`src/rtl/host_mem_ctl.sv`:
```
// Host access controller: decodes SPI command/data bytes into CPU reset control,
// channel select, address load and auto-incrementing byte writes/reads. Optional checksum: HOST_CSUM_EN.
module host_mem_ctl #(
    parameter int XLEN = 32,
    parameter int AW   = 32,
    parameter int CH   = 2
) (
    input  logic                 clk_i,
    input  logic                 rst_i,
    input  logic                 dc_i,
    input  logic                 byte_vld_i,
    input  logic [7:0]           byte_data_i,
    output logic [7:0]           rd_byte_o,
    output logic                 cpu_rst_n_o,
    output logic [CH-1:0]        ch_sel_o,
    output logic [AW-1:0]        mem_addr_o,
    output logic                 mem_rd_en_o,
    input  logic [CH*XLEN-1:0]   mem_rd_data_i,
    output logic                 mem_wr_en_o,
    output logic [XLEN/8-1:0]    mem_wr_byte_en_o,
    output logic [XLEN-1:0]      mem_wr_data_o,
    output logic                 err_o
);
    localparam int LANES = XLEN / 8;
    localparam int LW    = $clog2(LANES);
    localparam int NB    = AW / 8;
    localparam int CW    = (NB > 1) ? $clog2(NB) : 1;

    localparam logic [7:0] CMD_RST   = 8'h2A;
    localparam logic [7:0] CMD_RUN   = 8'h2B;
    localparam logic [7:0] CMD_ADDR  = 8'h2C;
    localparam logic [7:0] CMD_WRITE = 8'h2D;
    localparam logic [7:0] CMD_READ  = 8'h2E;
    localparam logic [7:0] CMD_CHSEL = 8'h2F;
`ifdef HOST_CSUM_EN
    localparam logic [7:0] CMD_CSUM  = 8'h30;
`endif

    typedef enum logic [2:0] {
        S_IDLE,
        S_ADDR,
        S_WRITE,
        S_READ,
        S_CHSEL
    } state_t;

    state_t            state_reg, state_next;
    logic [CW-1:0]     cnt_reg, cnt_next;
    logic [AW-1:0]     shadow_reg, shadow_next;
    logic [AW-1:0]     addr_reg, addr_next, addr_base;
    logic              cpu_rst_n_reg, cpu_rst_n_next;
    logic [CH-1:0]     ch_sel_reg, ch_sel_next;
    logic [7:0]        rd_byte_reg, rd_byte_next;
    logic              rd_en_reg, rd_en_next;
    logic              wr_en_reg, wr_en_next;
    logic [LANES-1:0]  wr_be_reg, wr_be_next;
    logic [XLEN-1:0]   wr_data_reg, wr_data_next;
    logic              err_reg, err_next;
    logic              rd_cap_reg;
    logic [LW-1:0]     rd_lane_reg;
    logic [CH-1:0]     rd_ch_reg;
`ifdef HOST_CSUM_EN
    logic [7:0]        csum_reg, csum_next;
`endif

    // Split the flat read bus into per-channel words and the chosen word into lanes.
    logic [XLEN-1:0] ch_word [CH];
    logic [XLEN-1:0] sel_word;
    logic [7:0]      sel_lane [LANES];

    for (genvar gi = 0; gi < CH; gi++) begin : g_ch
        assign ch_word[gi] = mem_rd_data_i[gi*XLEN +: XLEN];
    end

    for (genvar gi = 0; gi < LANES; gi++) begin : g_lane
        assign sel_lane[gi] = sel_word[gi*8 +: 8];
    end

    always_comb begin
        sel_word = '0;
        for (int c = 0; c < CH; c++) begin
            if (rd_ch_reg[c]) sel_word = sel_word | ch_word[c];
        end
    end

    always_comb begin
        state_next     = state_reg;
        cnt_next       = cnt_reg;
        shadow_next    = shadow_reg;
        cpu_rst_n_next = cpu_rst_n_reg;
        ch_sel_next    = ch_sel_reg;
        rd_byte_next   = rd_byte_reg;
        rd_en_next     = 1'b0;
        wr_en_next     = 1'b0;
        wr_be_next     = wr_be_reg;
        wr_data_next   = wr_data_reg;
        err_next       = 1'b0;
`ifdef HOST_CSUM_EN
        csum_next      = csum_reg;
`endif
        // A write strobe in flight bumps the address at this edge; new bytes see that value.
        addr_base      = addr_reg + AW'(wr_en_reg);
        addr_next      = addr_base;

        if (rd_cap_reg) rd_byte_next = sel_lane[rd_lane_reg];

        if (byte_vld_i && dc_i) begin
            cnt_next   = '0;
            state_next = S_IDLE;
            case (byte_data_i)
                CMD_RST:   cpu_rst_n_next = 1'b0;
                CMD_RUN:   cpu_rst_n_next = 1'b1;
                CMD_ADDR:  state_next = S_ADDR;
                CMD_WRITE: begin
                    state_next = S_WRITE;
`ifdef HOST_CSUM_EN
                    csum_next  = 8'h00;
`endif
                end
                CMD_READ: begin
                    state_next = S_READ;
                    rd_en_next = 1'b1;
                end
                CMD_CHSEL: state_next = S_CHSEL;
`ifdef HOST_CSUM_EN
                CMD_CSUM:  rd_byte_next = csum_reg;
`endif
                default:   err_next = 1'b1;
            endcase
        end else if (byte_vld_i) begin
            case (state_reg)
                S_ADDR: begin
                    shadow_next[8*int'(cnt_reg) +: 8] = byte_data_i;
                    if (cnt_reg == CW'(NB - 1)) begin
                        addr_next  = shadow_next;
                        cnt_next   = '0;
                        state_next = S_IDLE;
                    end else begin
                        cnt_next = cnt_reg + CW'(1);
                    end
                end
                S_CHSEL: begin
                    if (int'(byte_data_i) < CH) begin
                        for (int c = 0; c < CH; c++) ch_sel_next[c] = (int'(byte_data_i) == c);
                    end else begin
                        err_next = 1'b1;
                    end
                    state_next = S_IDLE;
                end
                S_WRITE: begin
                    wr_en_next                   = 1'b1;
                    wr_be_next                   = '0;
                    wr_be_next[addr_base[LW-1:0]] = 1'b1;
                    wr_data_next                 = {LANES{byte_data_i}};
`ifdef HOST_CSUM_EN
                    csum_next                    = csum_reg + byte_data_i;
`endif
                end
                S_READ: begin
                    addr_next  = addr_base + AW'(1);
                    rd_en_next = 1'b1;
                end
                default: ;
            endcase
        end
    end

    always_ff @(posedge clk_i) begin
        if (rst_i) begin
            state_reg     <= S_IDLE;
            cnt_reg       <= '0;
            shadow_reg    <= '0;
            addr_reg      <= '0;
            cpu_rst_n_reg <= 1'b0;
            ch_sel_reg    <= CH'(1);
            rd_byte_reg   <= '0;
            rd_en_reg     <= 1'b0;
            wr_en_reg     <= 1'b0;
            wr_be_reg     <= '0;
            wr_data_reg   <= '0;
            err_reg       <= 1'b0;
            rd_cap_reg    <= 1'b0;
            rd_lane_reg   <= '0;
            rd_ch_reg     <= CH'(1);
`ifdef HOST_CSUM_EN
            csum_reg      <= '0;
`endif
        end else begin
            state_reg     <= state_next;
            cnt_reg       <= cnt_next;
            shadow_reg    <= shadow_next;
            addr_reg      <= addr_next;
            cpu_rst_n_reg <= cpu_rst_n_next;
            ch_sel_reg    <= ch_sel_next;
            rd_byte_reg   <= rd_byte_next;
            rd_en_reg     <= rd_en_next;
            wr_en_reg     <= wr_en_next;
            wr_be_reg     <= wr_be_next;
            wr_data_reg   <= wr_data_next;
            err_reg       <= err_next;
            // Remember where the read pulse pointed; the address may move before data returns.
            rd_cap_reg    <= rd_en_reg;
            rd_lane_reg   <= addr_reg[LW-1:0];
            rd_ch_reg     <= ch_sel_reg;
`ifdef HOST_CSUM_EN
            csum_reg      <= csum_next;
`endif
        end
    end

    assign rd_byte_o        = rd_byte_reg;
    assign cpu_rst_n_o      = cpu_rst_n_reg;
    assign ch_sel_o         = ch_sel_reg;
    assign mem_addr_o       = addr_reg;
    assign mem_rd_en_o      = rd_en_reg;
    assign mem_wr_en_o      = wr_en_reg;
    assign mem_wr_byte_en_o = wr_be_reg;
    assign mem_wr_data_o    = wr_data_reg;
    assign err_o            = err_reg;

endmodule

```
`config.mk`:
```
export PLATFORM = sky130hd
export DESIGN_NAME = host_mem_ctl
export DESIGN_NICKNAME = d
export VERILOG_FILES = /design/src/rtl/host_mem_ctl.sv
export SDC_FILE = /design/constraint.sdc
export NUM_CORES = 1
export LEC_CHECK = 0
export CORE_ASPECT_RATIO = 1.2
export CORE_MARGIN = 4
export CORE_UTILIZATION = 56
export CTS_BUF_LIST = sky130_fd_sc_hd__clkbuf_8
export DETAILED_ROUTE_END_ITERATION = 10
export GPL_TIMING_DRIVEN = 0
export PLACE_DENSITY_LB_ADDON = 0.05
export SYNTH_ARGS = -nofsm -noshare
export SYNTH_HDL_FRONTEND = slang
export SYNTH_SLANG_ARGS = --single-unit
```
`constraint.sdc`:
```
create_clock -name clk_i -period 7.2 [get_ports clk_i]
set_input_delay 1.44 -clock clk_i [delete_from_list [all_inputs] [get_ports clk_i]]
set_output_delay 1.44 -clock clk_i [all_outputs]
set_load 0.05 [all_outputs]
```
==> impl_results.md <==
* Min-delay worst type: reg2reg
* Fmax at 242 MHz
* Post-synth cell types at 75
* Instance count on the critical path at 11
* Mapped Nets at 957
* Cell taking the most area after synthesis: dfxtp_1
* Worst EP required at 7.52 ns
* Total Nets Final at 1120
* CP max FO at 10
* R2r setup slk at 3.07 ns
* Worst clock skew at 0.0108 ns
* Ys flop type: dfxtp_1
* Drt via density at 6.17
* Critical path endpoint: mem_addr_o[30]
* TritonCTS clock tree: yes
* Most common cell after layout, fill and taps aside: clkdlybuf4s50_1
* # setup viols final at 0
* Total area of sequential cells at 0.00200 mm²
* Initial antenna violation count at 0
* R2r worst-path depth at 11
* Rows at 43
* Worst Setup Start Kind: register
* Launch point of the worst path: mem_addr_o[0]
* Largest net degree at the start of global routing at 17
* Final hold violations at 0
* Clk sinks at 100
* Critical path, cell by cell: ha_1, ha_1, buf_2, a21boi_0, a22oi_1, a221oi_1, nand4_1, nor3_4, nand2_4, or4_4, a41oi_2
* DRT iter0 DRCs at 738
* Initial core utilization at 57.4%
* Post-route setup TNS at 0 ns
* Slowest-stage cell, CP: a221oi_1
* # H-tree levels at 3
* Critical path endpoint category: register
* Unrepaired setup endpoints after global routing: false
* Final GP Congestion at 0.953
* Share of layout cells above drive strength 1 at 7.23%
* Hold depth at 1
* Overflow after GRT at 0
* Fill count at 975
* Postcts setup bufs at 0
* CP peak stage delay at 0.70 ns
* Synth Register Bits at 100
* Number of port buffers at 152
* Leakage power at 2.99 nW
* Worst VDD drop at 0.127 mV
* Dpl hpwl at 16.9 mm
* Synth Warn # at 0
* Mapped Cells at 869
* Slew Viols, Final at 0
* Vias at 7365
* Max-cap viol count at 0
* DR pass1 iterations at 6
* Reg clk slew, reported paths at 0.10 ns
* DIE HEIGHT at 127 µm
* Commonest non-fill, non-tap cells in the layout: 152 x clkdlybuf4s50_1, 118 x nor2_1, 100 x dfxtp_1
* Core Util, Final at 74.0%
* Fraction of registers with async set or reset after synthesis at 0%
* CTS Hold Bufs at 0
* Die Width at 107 µm
* Tcrit/Tclk final at 57.4%
* Area of the multi-input gates at 0.00411 mm²
* Status: finished clean
* Worst skew pair latency at 0.39 ns
* Post-synth EDFFs at 0
* GRT Util Overall at 32.3%
* CTS max path bufs at 2
* Antenna diode count at 0
* First-pass GRT wire length at 35.7 mm
* Max_slew headroom at 40.0%
* Clk root buf: clkbuf_8
* Period minus WS final at 4.13 ns
* Most used cell, CP: ha_1
* Die area at 0.0137 mm²
* Crit path kind: reg2reg
* DRC Markers at 0
* Antenna-violating nets left at 0
* Mean Syn Cell Area at 7.65 µm²
* Placeable Area at 0.0116 mm²
* Worst R2R End: mem_addr_o[30]
* Worst-Margin Slew at 0.897 ns
* Area Overhead vs Synth at 28.8%
* Pwr/cell area at 117 mW/mm²
* Worst EP arrival at 4.46 ns
* Bufs and invs on worst path at 1
* WL final at 22.4 mm
* Top delay family on crit path: compound AO/OA/AOI/OAI gates
* Total CTS buffers at 9
* Post-Syn Area at 0.00665 mm²
* CTS resizes at 0
* Synth top area share at 30.1%
* Post-DR wirelength/cell at 18.7 µm
* Post-synthesis sequential area ratio at 30.1%
* Vias in the first global route at 7044
* Reg2reg start: mem_addr_o[0]
* Synth top area cells: dfxtp_1 30%, nor2_1 6.7%, a21oi_1 6.2%
* I/O pin cnt at 158
==> per-layer routing <==
layer,up-vias,GRT usage (%),wire length (µm)
met5,-,0,0
met2,396,52.5,10400
met4,0,15.1,859
met3,63,5.66,1890
li1,3496,-,-
met1,3410,41.8,9250
==> report_power, final <==
group          internal [mW]  switching [mW]  leakage (nW)
clock network          0.145           0.211        0.0934
registers              0.553        0.000146         0.805
logic                 0.0481          0.0424          2.09
==> Yosys cell counts (25+ instances only) <==
cell type	n
o21ai_0	26
buf_4	26
nor2_1	118
nor2b_1	39
nand2_1	51
a21oi_1	82
clkbuf_1	48
a22oi_1	48
dfxtp_1	100
a211oi_1	25
nand3_1	29
==> how the worst min path moves through the flow <==
stage                   start              to  slack [ns]
2_1_floorplan  shadow_reg[10]  shadow_reg[10]        0.46
3_3_place_gp      mem_rd_en_o      rd_cap_reg        0.45
3_5_place_dp      mem_rd_en_o      rd_cap_reg        0.45
4_1_cts           mem_rd_en_o      rd_cap_reg        0.47
5_1_grt           mem_rd_en_o      rd_cap_reg        0.48
6_report          mem_rd_en_o      rd_cap_reg        0.47
==> cell type report <==
cell class	instances	area share (%)
multi-input combinational	665	48.0
sequential	100	23.4
timing repair buffer	152	17.8
buffer	91	5.72
tap	157	2.30
clock buffer	11	1.77
inverter	13	0.570
clock inverter	5	0.424
==> per-stage QoR <==
stage | instances | total power, mW | worst slack [ns] | instance area (µm²) | hold slack, ns
after floorplan | 869 | 0.599 | 3.58 | 6650 | 0.458
after global placement | 1178 | 0.654 | 2.99 | 8360 | 0.447
after detailed placement | 1178 | 0.654 | 2.95 | 8360 | 0.455
after CTS | 1194 | 0.998 | 3.15 | 8550 | 0.469
after global routing | 1194 | 1.03 | 2.87 | 8560 | 0.480
final | 1194 | 1.00 | 3.07 | 8560 | 0.466
==> kinds of logic (layout without fill, tap and decap cells) <==
family	after synthesis	count (layout)	synth area share, %
simple gates	343	343	26.7
compound gates	261	261	26.1
buf+inv	104	272	8.10
flops	100	100	30.1
xor+xnor	32	32	4.22
mux	17	17	2.56
fa+ha+maj	12	12	2.26
Note: power is estimated with default switching activity, not from simulation.
